File: config.mk
export PLATFORM = sky130hd
export DESIGN_NAME = frontend_stream_tx
export DESIGN_NICKNAME = d
export VERILOG_FILES = /design/src/rtl/frontend_stream_tx.sv
export SDC_FILE = /design/constraint.sdc
export NUM_CORES = 1
export LEC_CHECK = 0
export ABC_CLOCK_PERIOD_IN_PS = 4700
export CELL_PAD_IN_SITES_DETAIL_PLACEMENT = 1
export CELL_PAD_IN_SITES_GLOBAL_PLACEMENT = 1
export CORE_UTILIZATION = 45
export CTS_CLUSTER_SIZE = 25
export DETAILED_ROUTE_END_ITERATION = 7
export PLACE_DENSITY = 0.75
export SETUP_SLACK_MARGIN = 0.15
export SYNTH_ARGS = -nofsm -noshare
export SYNTH_HDL_FRONTEND = slang
export SYNTH_SLANG_ARGS = --single-unit
File: constraint.sdc
create_clock -name clk -period 4.7 [get_ports clk]
set_input_delay 0.47 -clock clk [delete_from_list [all_inputs] [get_ports clk]]
set_output_delay 0.47 -clock clk [all_outputs]
set_load 0.01 [all_outputs]
File: src/rtl/frontend_stream_tx.sv
// Framed word transmitter: input FIFO feeding a registered valid/ready output stage,
// sequenced into NUM_FRAMES frames of FRAME_LEN words with an idle gap between frames.
module frontend_stream_tx #(
    parameter int DATA_W     = 32,
    parameter int FRAME_LEN  = 64,
    parameter int NUM_FRAMES = 10,
    parameter int FIFO_DEPTH = 16,
    parameter int GAP_CYCLES = 8
) (
    input  logic              clk,
    input  logic              rst_n,
    input  logic              start,
    input  logic              in_valid,
    input  logic [DATA_W-1:0] in_data,
    output logic              in_ready,
    output logic              tvalid_out,
    output logic [DATA_W-1:0] tdata_out,
    output logic              tlast_out,
    input  logic              tready_out,
    output logic              busy,
    output logic              done,
    output logic [15:0]       frame_idx
);

    localparam int PTR_W    = $clog2(FIFO_DEPTH);
    localparam int CNT_W    = $clog2(FIFO_DEPTH + 1);
    localparam int LOAD_W   = $clog2(FRAME_LEN + 1);
    localparam int GAP_W    = (GAP_CYCLES > 1) ? $clog2(GAP_CYCLES) : 1;
    localparam int GAP_LAST = (GAP_CYCLES > 0) ? GAP_CYCLES - 1 : 0;

    typedef enum logic [1:0] {S_IDLE, S_SEND, S_GAP, S_DONE} state_t;

    logic [DATA_W-1:0] mem_q [FIFO_DEPTH];
    logic [PTR_W-1:0]  wr_ptr_q, wr_ptr_d, rd_ptr_q, rd_ptr_d;
    logic [CNT_W-1:0]  count_q, count_d;
    state_t            state_q, state_d;
    logic [LOAD_W-1:0] load_cnt_q, load_cnt_d;
    logic [GAP_W-1:0]  gap_cnt_q, gap_cnt_d;
    logic [15:0]       frame_idx_q, frame_idx_d;
    logic [DATA_W-1:0] tdata_q, tdata_d;
    logic              tvalid_q, tvalid_d, tlast_q, tlast_d;
    logic              busy_q, busy_d, done_q, done_d;
    logic              push, pop, accept;

    assign in_ready = (count_q != CNT_W'(FIFO_DEPTH));
    assign push     = in_valid && in_ready;
    assign accept   = tvalid_q && tready_out;
    // The last word of a frame is never overlapped with a new load, which yields the inter-frame bubble.
    assign pop      = (state_q == S_SEND) && (count_q != '0)
                      && (!tvalid_q || (accept && !tlast_q))
                      && (load_cnt_q < LOAD_W'(FRAME_LEN));

    always_comb begin
        wr_ptr_d = wr_ptr_q;
        rd_ptr_d = rd_ptr_q;
        count_d  = count_q;
        if (push) wr_ptr_d = wr_ptr_q + PTR_W'(1);
        if (pop)  rd_ptr_d = rd_ptr_q + PTR_W'(1);
        case ({push, pop})
            2'b10:   count_d = count_q + CNT_W'(1);
            2'b01:   count_d = count_q - CNT_W'(1);
            default: count_d = count_q;
        endcase
    end

    always_ff @(posedge clk) begin
        if (push) mem_q[wr_ptr_q] <= in_data;
    end

    always_comb begin
        state_d     = state_q;
        load_cnt_d  = load_cnt_q;
        gap_cnt_d   = gap_cnt_q;
        frame_idx_d = frame_idx_q;
        tdata_d     = tdata_q;
        tvalid_d    = tvalid_q;
        tlast_d     = tlast_q;

        if (pop) begin
            tdata_d    = mem_q[rd_ptr_q];
            tvalid_d   = 1'b1;
            tlast_d    = (load_cnt_q == LOAD_W'(FRAME_LEN - 1));
            load_cnt_d = load_cnt_q + LOAD_W'(1);
        end else if (accept) begin
            tvalid_d = 1'b0;
            tlast_d  = 1'b0;
        end

        case (state_q)
            S_IDLE, S_DONE: begin
                if (start) begin
                    state_d     = S_SEND;
                    frame_idx_d = '0;
                    load_cnt_d  = '0;
                end
            end
            S_SEND: begin
                if (accept && tlast_q) begin
                    if (frame_idx_q == 16'(NUM_FRAMES - 1)) begin
                        state_d = S_DONE;
                    end else if (GAP_CYCLES == 0) begin
                        frame_idx_d = frame_idx_q + 16'd1;
                        load_cnt_d  = '0;
                    end else begin
                        state_d   = S_GAP;
                        gap_cnt_d = '0;
                    end
                end
            end
            S_GAP: begin
                gap_cnt_d = gap_cnt_q + GAP_W'(1);
                if (gap_cnt_q == GAP_W'(GAP_LAST)) begin
                    state_d     = S_SEND;
                    frame_idx_d = frame_idx_q + 16'd1;
                    load_cnt_d  = '0;
                end
            end
            default: state_d = S_IDLE;
        endcase

        busy_d = (state_d == S_SEND) || (state_d == S_GAP);
        done_d = (state_d == S_DONE);
    end

    always_ff @(posedge clk or negedge rst_n) begin
        if (!rst_n) begin
            wr_ptr_q    <= '0;
            rd_ptr_q    <= '0;
            count_q     <= '0;
            state_q     <= S_IDLE;
            load_cnt_q  <= '0;
            gap_cnt_q   <= '0;
            frame_idx_q <= '0;
            tdata_q     <= '0;
            tvalid_q    <= 1'b0;
            tlast_q     <= 1'b0;
            busy_q      <= 1'b0;
            done_q      <= 1'b0;
        end else begin
            wr_ptr_q    <= wr_ptr_d;
            rd_ptr_q    <= rd_ptr_d;
            count_q     <= count_d;
            state_q     <= state_d;
            load_cnt_q  <= load_cnt_d;
            gap_cnt_q   <= gap_cnt_d;
            frame_idx_q <= frame_idx_d;
            tdata_q     <= tdata_d;
            tvalid_q    <= tvalid_d;
            tlast_q     <= tlast_d;
            busy_q      <= busy_d;
            done_q      <= done_d;
        end
    end

    assign tvalid_out = tvalid_q;
    assign tdata_out  = tdata_q;
    assign tlast_out  = tlast_q;
    assign busy       = busy_q;
    assign done       = done_q;
    assign frame_idx  = frame_idx_q;

endmodule

# Yosys cells after proc, flatten, opt, wreduce, memory -nomap -nowiden
# Memories as Yosys holds them, arrays and structs flattened. A register that Yosys moved wholly into a read port is not among the register bits.
# Cells that the tools add are included.
dict set report word_totals {
  output_inout_bits 53
  elab_cells 78
  memories 1
  mem_bits_rw 512
  ff_bits 45
  in_bits 37
}
# name depth width read_ports rd_clocked_by_memory_dff write_ports line_no
set memory_table {}
lappend memory_table {mem_q 16 32 1 1 1 33} ;# logic [DATA_W-1:0] mem_q [FIFO_DEPTH];
dict set report op_classes {
  n_addsub 7
  magnitude_cmp 1
  n_reduce_logical 21
  eq_ne 16
  n_mux 21
}
# operator n
set op_table {}
lappend op_table {{16-bit 2-to-1 mux} 2}
lappend op_table {{16-bit one-hot mux with 2 select lines} 1}
lappend op_table {{7-bit 2-to-1 mux} 3}
lappend op_table {{16-bit by 1-bit adder with 16-bit output, second input constant} 1}
lappend op_table {{16-bit by 4-bit equality test with 1-bit output, second input constant} 1}
lappend op_table {{7-bit one-hot mux with 2 select lines} 1}
lappend op_table {{2-bit equality test, second input constant} 5}
lappend op_table {{5-bit one-hot mux with 2 select lines} 1}
lappend op_table {{4-bit by 1-bit adder with 4-bit output, second input constant} 2}
lappend op_table {{2-bit nonzero test} 4}
lappend op_table {{7-bit by 1-bit adder with 7-bit output, second input constant} 1}
lappend op_table {{7-bit by 6-bit equality test with 1-bit output, second input constant} 1}
lappend op_table {{1-bit logical AND} 7}
lappend op_table {{7-bit < comparator, second input constant} 1}
lappend op_table {{2-bit by 1-bit equality test with 1-bit output, second input constant} 3}
lappend op_table {{1-bit 2-to-1 mux} 6}
lappend op_table {{2-bit 2-to-1 mux} 3}
lappend op_table {{3-bit 2-to-1 mux} 2}
lappend op_table {{2-bit inequality test, second input constant} 3}
lappend op_table {{2-bit one-hot mux with 3 select lines} 1}
lappend op_table {{3-bit one-hot mux with 2 select lines} 1}
lappend op_table {{3-bit AND reduction} 2}
lappend op_table {{5-bit by 1-bit adder with 5-bit output, second input constant} 1}
lappend op_table {{5-bit inequality test, second input constant} 1}
lappend op_table {{9 further kinds} 12}

# Depth between registers and ports, before layout
# Gate-level depths: netlist of run 1.
dict set report logic_depth {
  ltp_word 8
  mapped_depth 15
  mapped_depth_nobuf 12
}

# Worst setup path before layout of run 1
# No wires, ideal clock.
dict set report synth_path {
  path_kind {flip-flop to flip-flop}
  startpoint {register count_q[2]}
  endpoint {memory mem_q[3][0], enable pin}
  t_arrival_ns 3.426
  period_less_slack_ns 3.887
  slack_ns 0.813
  setup_ns 0.461
  path_stages_with_launch 7
  n_path_buf 1
  required_time_ns 4.239
  cell_sequence {dfrtp_1 -> nor3_1 -> nand3b_1 -> and2_1 -> clkbuf_1 -> nand2_1 -> nor3_1}
}
dict set report synth_between {
  elab_chain_cells 4
}
# element line_no
set synth_rtl {}
lappend synth_rtl {{from (decl)} 35} ;# logic [CNT_W-1:0] count_q, count_d;
lappend synth_rtl {{from (signal assigned)} 142} ;# count_q <= count_d;
lappend synth_rtl {{5-bit inequality test} 45} ;# assign in_ready = (count_q != CNT_W'(FIFO_DEPTH));
lappend synth_rtl {{net in_ready} 15} ;# output logic in_ready,
lappend synth_rtl {{1-bit logical AND} 46} ;# assign push = in_valid && in_ready;
lappend synth_rtl {{1-bit 2-to-1 mux} 67} ;# if (push) mem_q[wr_ptr_q] <= in_data;
lappend synth_rtl {{1-bit 2-to-1 mux (not written as such)} 67}
lappend synth_rtl {{to (decl)} 33}
# The timed path passes the listed nets, and every way through them passes these cells.

# Worst setup path after layout of run 1
dict set report layout_path {
  startpoint {register count_q[1]}
  endpoint {memory mem_q[11][11], enable pin}
}
dict set report layout_between {
  elab_chain_cells 4
}
# element line_no
set layout_rtl {}
lappend layout_rtl {{5-bit inequality test} 45}
lappend layout_rtl {{1-bit logical AND} 46}
lappend layout_rtl {{1-bit 2-to-1 mux} 67}
lappend layout_rtl {{1-bit 2-to-1 mux (not written as such)} 67}
# Every way passes these cells.

==> summary.txt, run 1 <==
Status
  • Outcome: complete, no violations

Drt
  • Vias: 11400
  • Iteration-0 DRC Markers: 915
  • Detailed Routing Iterations Pass 1: 5
  • Antenna Nets Post-Route: 0
  • Post-DR wirelength/cell: 26.6 µm
  • Avg Vias per Cell: 5.78
  • DRC errors left: 0
  • Final WL: 52200 µm

Clocking
  • Clock-pin slew on the worst setup and hold paths: 60 ps
  • H-tree depth: 2
  • Hold-fix buffers, CTS: 1
  • Setup Buffers After CTS: 0
  • CTS Sinks: 589
  • Skew-Pair Late Insertion Delay: 630 ps
  • Resized cells post-CTS: 0
  • CTS tree: yes
  • Clock Tree Buf Depth: 3
  • TritonCTS Buffers: 58
  • CTS root buf: clkbuf_16

Floorplan
  • Boundary Pins: 90
  • Die W: 228 µm
  • Row count: 82
  • Initial Util: 45.8%
  • Die Ht: 228 µm
  • DIE AREA: 52100 µm²
  • CORE AREA: 50300 µm²

Worst setup path
  • Critical-path top delay cell: nor2_4
  • Startpoint Class: register
  • Required time worst endpoint: 4990 ps
  • Worst Reg2Reg Path Length in Cells: 6
  • Worst Path Max Fanout: 17
  • CP cell instances: nor3_1 > nand3b_1 > and2_1 > nand2_1 > nor2_4 > buf_4
  • Cell family with most CP delay: simple AND/OR/NAND/NOR gates
  • Buf/Inv on CP: 1
  • Kind of critical path: reg -> reg
  • Critical path endpoint category: register
  • Critical path depth: 6
  • Arrival @ worst endpoint: 3270 ps
  • Worst path max stage delay: 720 ps

STA
  • Clk_skew: 29.0 ps
  • Slew Limit Fails: 0
  • Fin crit share: 63.3%
  • Final Hold Vio Count: 0
  • Final setup fails: 0
  • Max_slew headroom: 30.7%
  • Worst-Margin Slew: 1040 ps
  • Final worst path period need: 2980 ps
  • Fmax: 0.336 GHz
  • RSZ-0062 raised after global routing: false
  • WHS: 384 ps
  • Setup_tns: 0 ps

Finish
  • Area grow syn2layout: 15.7%
  • Layout Nets: 1297
  • Share of cells above drive strength 1: 22.8%
  • End-of-flow core utilization: 52.9%
  • Non-filler cells, final: 1965
  • Number of diodes: 0
  • Final instance area: 26600 µm²

Synthesis
  • Unique cell type count in the Yosys netlist: 47
  • Post-synth top area share: 66.8%
  • Sequential cell area fraction in the yosys report: 75.2%
  • Synthesized area: 23000 µm²
  • Post-synth top flop: edfxtp_1
  • Yosys reg bits: 589
  • Most frequent cells after synthesis: edfxtp_1 (512), mux4_2 (128), dfrtp_1 (77), nor2_1 (70)
  • Post-synth EDFFs: 512
  • Syn_nets: 1180
  • Syn. warnings: 0
  • Cell type with the largest total area after synthesis: edfxtp_1
  • Ys async rst share: 13.1%
  • Synth top area cells: edfxtp_1 (67%), mux4_2 (13%), dfrtp_1 (8.4%)
  • Mapped Cells: 1127
  • Mapped Avg Cell Area: 20.4 µm²
  • Count leader, synth: edfxtp_1

Power
  • Static Leak: 8.71 nW
  • Pwr Density: 597 nW/µm²
  • Maximum VDD drop: 0.380 mV

Hold path
  • Worst hold-check path type: in -> async

Global route
  • Met1 GRT Util: 27.0%
  • First-pass GRT wire length: 78700 µm
  • Vias in the first global route: 12400
  • Met2 usage: 35.1%
  • Antenna violations before repair: 0
  • Met3 global-route usage: 2.90%
  • GR peak layer: met2
  • GR Overflow Total: 0
  • Largest net degree at the start of global routing: 71
  • All-layer global routing usage: 20.4%

Place
  • DP HPWL: 30600 µm
  • Post-DP Area: 24800 µm²
  • Cells after DPL: 1855
  • Final GP Congestion: 0.771
  • Count of buffers from port buffering: 89

Flow run
  • Max cap viols: 0
==> cells by family (layout without fill, tap and decap cells) <==
family,count (synthesis),count (layout),share of synthesized area (%)
AND/OR/NAND/NOR,155,155,3.20
multiplexers,166,166,14.2
flip-flops,589,589,75.2
XOR/XNOR,27,27,1.03
buffers and inverters,76,242,1.61
AO/OA/AOI/OAI,98,98,3.91
adder cells (fa/ha/maj),16,16,0.870
==> metal layers <==
metal,up-vias,part of all wire (%)
met5,-,0
met4,0,2.1
met3,73,5.0
met2,346,52
met1,6088,41
li1,4845,-
==> worst register-to-register path, stage by stage, from the launching register on <==
cell	delay, ps
dfrtp_1	490
nor3_1	120
nand3b_1	110
and2_1	400
nand2_1	380
nor2_4	720
buf_4	430
==> layout by cell type, fill, tap and decap left out, types with 3 or more instances in the layout <==
cell / count
edfxtp_1: 512
mux4_2: 128
clkdlybuf4s50_1: 88
dfrtp_1: 74
clkbuf_16: 59
nor2_1: 58
mux2i_1: 35
o22ai_1: 34
a221oi_2: 32
clkbuf_1: 26
buf_4: 26
nand2_1: 23
xnor2_1: 21
ha_1: 16
inv_1: 15
nor2_4: 13
o21ai_0: 11
a21oi_1: 10
nor3_1: 10
nand3_1: 9
clkbuf_8: 8
clkinv_1: 7
xor2_1: 6
nand4_1: 5
clkinv_2: 5
nand2b_1: 4
nor3_2: 4
nor4_1: 4
mux2_2: 3
nor2b_1: 3
or3_1: 3
nor3b_1: 3
and3_1: 3
a22o_1: 3
buf_12: 3
==> cell type report <==
| type | instances | area (µm²) |
|---|---|---|
| well taps | 672 | 841 |
| clock inverters | 16 | 123 |
| inverters | 15 | 56.3 |
| clock buffers | 93 | 1680 |
| flip-flops and latches | 589 | 17300 |
| repair buffers | 118 | 1150 |
| multi-input cells | 462 | 5460 |
| fillers | 4499 | 23700 |
==> power by group <==
part / switching [mW] / total (mW) / internal (mW) / leakage (nW)
sequential: 0.524 / 6.91 / 6.39 / 5.56
clock: 1.93 / 4.43 / 2.50 / 0.878
combinational: 2.45 / 4.56 / 2.11 / 2.27
==> per-stage QoR <==
step	setup WS [ps]	power, mW
after floorplan	813	10.1
after global placement	1570	11.4
after detailed placement	1450	11.6
after CTS	1710	16.1
after global routing	1570	16.5
final	1720	15.9
==> path summary, 6_finish.rpt <==
path | from | end | slack [ps]
max in group asynchronous | rst_n | tdata_out[24] | 3250
hold reg to reg | gap_cnt_q[2] | gap_cnt_q[2] | 530
hold / removal | rst_n | tvalid_out | 380
setup / recovery | count_q[1] | mem_q[11][11] | 1720
min in group clk | gap_cnt_q[2] | gap_cnt_q[2] | 530
setup reg to reg | count_q[1] | mem_q[11][11] | 1720
==> state kept, by name, summed over array words and instances, names as in the netlist <==
name and count:
busy 1, tvalid_out 1, gap_cnt_q 3, load_cnt_q 7, state_q 2, mem_q 512
wr_ptr_q 4, done 1, rd_ptr_q 4, tlast_out 1, frame_idx 16, count_q 5
tdata_out 32
(Power assumes the default switching activity.)
==> run 2, diff against run 1 <==
--- a/config.mk
+++ b/config.mk
@@ -5,7 +5,7 @@
 export SDC_FILE = /design/constraint.sdc
 export NUM_CORES = 1
 export LEC_CHECK = 0
-export ABC_CLOCK_PERIOD_IN_PS = 4700
+export ABC_CLOCK_PERIOD_IN_PS = 2900
 export CELL_PAD_IN_SITES_DETAIL_PLACEMENT = 1
 export CELL_PAD_IN_SITES_GLOBAL_PLACEMENT = 1
 export CORE_UTILIZATION = 45
==> constraint.sdc (replaced) <==
create_clock -name clk -period 2.9 [get_ports clk]
set_input_delay 0.29 -clock clk [delete_from_list [all_inputs] [get_ports clk]]
set_output_delay 0.29 -clock clk [all_outputs]
set_load 0.01 [all_outputs]
==> run 2 against run 1 <==
Compared with the run above: sequential share of layout area decreased by 1.5 points; sequential power is 59% higher; combinational power increased by 78%; count of clock-buffer cells in the layout shrank 13; clock power up 71%; critical path depth is 4 higher; largest cell class unchanged; clock skew decreased by 4.6 ps; via count rose by 2.1%.
==> summary.txt, run 2 (synthesized netlist as in run 1, its figures left out) <==
Drt
  • Iteration-0 DRC Markers: 1109 (+21%)
  • Vias: 11600 (+2.1%)
  • DRC errors left: 0 (unchanged)
  • Avg Vias per Cell: 5.80 (+0.43%)
  • Final WL: 54100 µm (+3.7%)
  • Antenna Nets Post-Route: 0 (unchanged)
  • Post-DR wirelength/cell: 27.1 µm (+2.0%)
  • Detailed Routing Iterations Pass 1: 5 (unchanged)

STA
  • Setup_tns: 0 ps (unchanged)
  • Fmax: 0.378 GHz (+12%)
  • Max_slew headroom: 37.8% (+7.2 points)
  • Slew Limit Fails: 0 (unchanged)
  • PnR worst setup slack: 252 ps (-1470 ps)
  • Worst-Margin Slew: 933 ps (-107 ps)
  • RSZ-0062 raised after global routing: false
  • Final setup fails: 0 (unchanged)
  • Final Hold Vio Count: 0 (unchanged)
  • Fin crit share: 91.3% (+28 points)
  • Clk_skew: 24.5 ps (-4.57 ps)
  • Final worst path period need: 2650 ps (-329 ps)

Clocking
  • Clock-pin slew on the worst setup and hold paths: 60 ps (about the same)
  • TritonCTS Buffers: 60 (+3.4%)
  • CTS root buf: clkbuf_16
  • CTS tree: yes
  • Clock Tree Buf Depth: 3 (unchanged)
  • Skew-Pair Late Insertion Delay: 630 ps (about the same)
  • H-tree depth: 2 (unchanged)
  • CTS Sinks: 589 (unchanged)

Place
  • Pre-CTS WS: 171 ps (-1280 ps)
  • Final GP Congestion: 0.743 (-3.7%)
  • DP HPWL: 31400 µm (+2.6%)
  • Cells after DPL: 1881 (+1.4%)
  • Count of buffers from port buffering: 89 (unchanged)

Power
  • Static Leak: 9.00 nW (+3.3%)
  • Maximum VDD drop: 0.633 mV (+67%)
  • Pwr Density: 981 nW/µm² (+64%)

Global route
  • Antenna violations before repair: 1 (+1)
  • Largest net degree at the start of global routing: 74 (+4.2%)
  • GR Overflow Total: 0 (unchanged)
  • Vias in the first global route: 12500 (+0.72%)
  • All-layer global routing usage: 21.1% (+0.75 points)
  • First-pass GRT wire length: 81400 µm (+3.4%)

Floorplan
  • Die Ht: 228 µm (unchanged)
  • Row count: 82 (unchanged)
  • DIE AREA: 52100 µm² (unchanged)
  • CORE AREA: 50300 µm² (unchanged)
  • Boundary Pins: 90 (unchanged)
  • Die W: 228 µm (unchanged)
  • Initial Util: 45.8% (unchanged)

Finish
  • Layout Nets: 1328 (+2.4%)
  • Area grow syn2layout: 18.4%
  • Commonest non-fill, non-tap cell in the layout: edfxtp_1
  • Non-filler cells, final: 1998 (+1.7%)
  • Number of diodes: 0 (unchanged)
  • Share of cells above drive strength 1: 26.2% (+3.4 points)
  • Max reg flops: 512 (unchanged)
  • Reg with most FFs: mem_q
  • Highest-count cells in the layout ignoring fill and taps: edfxtp_1 (512), mux4_2 (128), clkdlybuf4s50_1 (88), dfrtp_1 (72), clkbuf_16 (61)

Worst setup path
  • Kind of critical path: reg -> reg
  • Worst Path Max Fanout: 8 (-9)
  • Critical path endpoint category: register
  • Reg2reg start: count_q[3]
  • Worst Reg2Reg Path Length in Cells: 10 (+4)
  • Startpoint Class: register
  • Arrival @ worst endpoint: 3170 ps (-100 ps)
  • Worst R2R End: count_q[2]
  • R2R Setup Slk: 250 ps (-1470 ps)
  • Required time worst endpoint: 3420 ps (-1570 ps)

Flow run
  • Max cap viols: 0 (unchanged)

Status
  • Outcome: complete, no violations

Hold path
  • Worst hold-check path type: in -> async
-- run 2: cell count changes in the layout (fill, tap and decap cells not counted), sizes merged --
cell,delta
inv,+2
clkinvlp,+4
clkbuf,-13
clkinv,+9
bufinv,+2
buf,+29
-- run 2: layer usage --
metal	vias up	wire [µm]	global-route usage [%]
li1	4911	-	-
met1	6162	22400	28.4
met2	430	27300	35.7
met3	87	3300	3.41
met4	2	1130	6.25
met5	-	11	0
-- run 2: worst max-delay path by stage --
| stage | start | to | slack (ps) | cells after the start |
|---|---|---|---|---|
| floorplan | count_q[2] | mem_q[15][0] | -130 | 6 |
| global placement | tready_out | count_q[4] | 230 | 12 |
| detailed placement | tready_out | count_q[2] | 170 | 11 |
| CTS | count_q[2] | count_q[2] | 200 | 10 |
| global route | count_q[3] | count_q[2] | 140 | 10 |
| finish | count_q[3] | count_q[2] | 250 | 10 |
-- run 2: timing repair --
| action | in CTS | in global routing |
|---|---|---|
| resized for setup | 0 | 5 |
| hold buffers | 1 | 0 |
| setup buffers | 0 | 3 |
| endpoints found under the setup margin | 0 | 3 |
| hold endpoints to repair | 53 | 0 |
-- run 2: cell type report --
cell class,count,area (µm²)
Fill cell,4455,23000
Sequential cell,589,17300
Multi-Input combinational cell,462,5510
Clock buffer,80,1700
Timing Repair Buffer,147,1560
Tap cell,672,841
Clock inverter,33,256
Inverter,15,56.3
-- run 2: through the flow --
stage	hold WS [ps]	utilization (%)	instance area [µm²]	power, mW
finish	340	54.2	27200	26.7
global route	407	54.2	27200	27.8
CTS	352	54.1	27200	26.9
detailed placement	470	50.2	25200	19.3
global placement	457	50.2	25200	19.0
floorplan	-5.59	-	23100	16.4
-- run 2: report_power, final --
| part | internal (mW) | switching, mW |
|---|---|---|
| clock network | 4.37 | 3.22 |
| registers | 10.4 | 0.676 |
| logic | 3.76 | 4.35 |
-- run 2: worst max-delay path: stages (launching register included) --
cell and delay, ps:
dfrtp_2 460, or4_4 550, o221ai_4 290, nor2_4 100, ha_4 200, xor2_1 160, ha_2 240, a21oi_2 40
xor2_1 170, nor2_1 170, xor2_1 180
==> run 3, diff against run 2 <==
--- a/config.mk
+++ b/config.mk
@@ -16,3 +16,4 @@
 export SYNTH_ARGS = -nofsm -noshare
 export SYNTH_HDL_FRONTEND = slang
 export SYNTH_SLANG_ARGS = --single-unit
+export TNS_END_PERCENT = 1
==> run 3 against run 2 <==
Compared with the run above: via count increased by 0.67%; largest cell class unchanged; sequential power about the same; highest routed layer unchanged; die area unchanged; first-iteration DRC count decreased by 3.8%; clock power increased by 11%.
==> summary.txt, run 3 (synthesized netlist as in run 1, its figures left out) <==
Status
  • Outcome: complete, no violations

Clocking
  • Skew-Pair Late Insertion Delay: 620 ps (about the same)
  • TritonCTS Buffers: 59 (-1.7%)
  • CTS root buf: clkbuf_16
  • H-tree depth: 2 (unchanged)
  • CTS Sinks: 589 (unchanged)
  • CTS tree: yes
  • Clock-pin slew on the worst setup and hold paths: 60 ps (about the same)
  • Clock Tree Buf Depth: 3 (unchanged)

Finish
  • Number of diodes: 0 (unchanged)
  • Max reg flops: 512 (unchanged)
  • Register area: 17300 µm² (about the same)
  • Highest-count cells in the layout ignoring fill and taps: edfxtp_1 (512), mux4_2 (128), clkdlybuf4s50_1 (88), dfrtp_1 (73), clkbuf_16 (61)
  • Commonest non-fill, non-tap cell in the layout: edfxtp_1
  • Layout Nets: 1331 (+0.23%)
  • Multi-input gate area: 5490 µm² (-0.43%)
  • Share of cells above drive strength 1: 26.7% (+0.49 points)
  • Area grow syn2layout: 19.2%
  • Reg with most FFs: mem_q
  • Fill cells: 4407 (-1.1%)
  • Final instance area: 27400 µm² (+0.67%)
  • End-of-flow core utilization: 54.5% (+0.36 points)

Place
  • DP HPWL: 31100 µm (-0.92%)
  • Final GP Congestion: 0.746 (+0.53%)
  • Post-DP Area: 25200 µm² (about the same)
  • Count of buffers from port buffering: 89 (unchanged)

Drt
  • Iteration-0 DRC Markers: 1067 (-3.8%)
  • Detailed Routing Iterations Pass 1: 5 (unchanged)
  • Final WL: 55300 µm (+2.1%)
  • Antenna Nets Post-Route: 0 (unchanged)
  • Post-DR wirelength/cell: 27.6 µm (+2.0%)
  • DRC errors left: 0 (unchanged)
  • Avg Vias per Cell: 5.84 (+0.57%)
  • Vias: 11700 (+0.67%)

Power
  • Net Sw Power: 8.29 mW (+0.53%)
  • Comb pwr share: 28.8% (-1.5 points)
  • Sequential power share: 40.5% (-0.8 points)
  • P_int: 19.2 mW (+3.9%)
  • Pwr Density: 1000 nW/µm² (+2.2%)
  • Sw Ratio: 30.2% (-0.69 points)
  • Static Leak: 9.13 nW (+1.4%)
  • Clock power share: 30.6% (+2.2 points)
  • Maximum VDD drop: 0.608 mV (-4.0%)

Global route
  • Antenna violations before repair: 1 (unchanged)
  • GR Overflow Total: 0 (unchanged)
  • All-layer global routing usage: 21.7% (+0.62 points)
  • Largest net degree at the start of global routing: 43 (-42%)
  • Vias in the first global route: 12800 (+2.4%)
  • First-pass GRT wire length: 83100 µm (+2.2%)

Floorplan
  • Die W: 228 µm (unchanged)
  • Row count: 82 (unchanged)
  • CORE AREA: 50300 µm² (unchanged)
  • Initial Util: 45.8% (unchanged)
  • Boundary Pins: 90 (unchanged)
  • Die Ht: 228 µm (unchanged)
  • DIE AREA: 52100 µm² (unchanged)

STA
  • Final setup fails: 0 (unchanged)
  • Slew Limit Fails: 0 (unchanged)
  • Final Hold Vio Count: 0 (unchanged)
  • Fin crit share: 90.8% (-0.48 points)
  • RSZ-0062 raised after global routing: true
  • Worst-Margin Slew: 698 ps (-235 ps)
  • Fmax: 0.380 GHz (+0.52%)
  • Max_slew headroom: 53.5% (+16 points)
  • Setup_tns: 0 ps (unchanged)
  • Clk_skew: 19.2 ps (-5.26 ps)
  • Final worst path period need: 2630 ps (-13.8 ps)

Worst setup path
  • Worst Reg2Reg Path Length in Cells: 11 (+1)
  • Arrival @ worst endpoint: 3170 ps (about the same)
  • Cell family with most CP delay: simple AND/OR/NAND/NOR gates
  • Required time worst endpoint: 3430 ps (about the same)
  • CP cell instances: or4_4 > o221ai_4 > nor2_4 > ha_1 > xor2_1 > ha_1 > a21o_1 > a21oi_1 > nor2_1 > o21ai_1 > xnor2_1
  • Critical path endpoint category: register
  • Worst path max stage delay: 560 ps (about the same)
  • Most used cell, CP: ha_1
  • Critical path depth: 11 (+1)
  • Worst Path Max Fanout: 7 (-1)
  • Startpoint Class: register
  • Kind of critical path: reg -> reg
  • Buf/Inv on CP: 0 (unchanged)
  • Critical-path top delay cell: or4_4

Hold path
  • Worst hold-check path type: in -> async

Flow run
  • Max cap viols: 0 (unchanged)
## run 3: changes by cell type in the layout (fill, tap and decap cells not counted), moves of 2 or more
cell	delta
buf_4	+7
clkinv_1	-10
buf_12	-3
bufinv_16	+9
clkinv_2	+3
ha_1	+2
clkinvlp_4	-3
## run 3: repair_timing
action | 4_1_cts | 5_1_grt
pin swaps | 1 | 1
setup endpoints to repair | 1 | 2
endpoints found under the hold margin | 35 | 0
gates resized for setup | 0 | 4
hold buffers | 1 | 0
buffers inserted | 1 | 0
## run 3: final cells by class
| class | count | share of cell area (%) |
|---|---|---|
| Multi-Input combinational cell | 462 | 20.0 |
| Timing Repair Buffer | 151 | 5.68 |
| Inverter | 15 | 0.205 |
| Clock inverter | 32 | 1.77 |
| Sequential cell | 589 | 63.1 |
| Tap cell | 672 | 3.07 |
| Clock buffer | 79 | 6.14 |
## run 3: worst paths after layout
kind                               from       endpoint  slack, ps
max in group asynchronous         rst_n  tdata_out[10]       1920
setup reg to reg             count_q[2]     count_q[4]        270
hold reg to reg            gap_cnt_q[1]   gap_cnt_q[1]        530
hold / removal                    rst_n           busy        280
min in group clk             tready_out     tvalid_out        370
setup / recovery             count_q[2]     count_q[4]        270
## run 3: routing by layer
layer	share of wire (%)	GRT usage (%)	wire length [µm]
met1	41	28.1	22500
met2	51	37.2	28300
met3	5.8	4.70	3210
met4	2.2	6.02	1220
met5	0.024	0	13
## run 3: power groups by stage
| stage | registers [mW] | logic, mW | clock network (mW) |
|---|---|---|---|
| after floorplan | 10.9 | 5.39 | 0 |
| after global placement | 11.2 | 7.69 | 0 |
| after detailed placement | 11.3 | 7.91 | 0 |
| after CTS | 11.2 | 8.03 | 8.57 |
| after global routing | 11.2 | 8.47 | 8.86 |
| final | 11.1 | 7.93 | 8.42 |
## run 3: per-stage QoR
step	setup slack, ps	instances	hold slack (ps)	power, mW
2_1_floorplan	-131	1127	-5.59	16.3
3_3_place_gp	217	1887	366	18.9
3_5_place_dp	150	1887	376	19.2
4_1_cts	195	2000	269	27.8
5_1_grt	115	2000	300	28.6
6_report	266	2000	282	27.5
## run 3: worst register-to-register path, stage by stage (launching register included)
cell	delay [ps]
dfrtp_2	460
or4_4	570
o221ai_4	230
nor2_4	80
ha_1	210
xor2_1	170
ha_1	220
a21o_1	190
a21oi_1	130
nor2_1	50
o21ai_1	120
xnor2_1	130
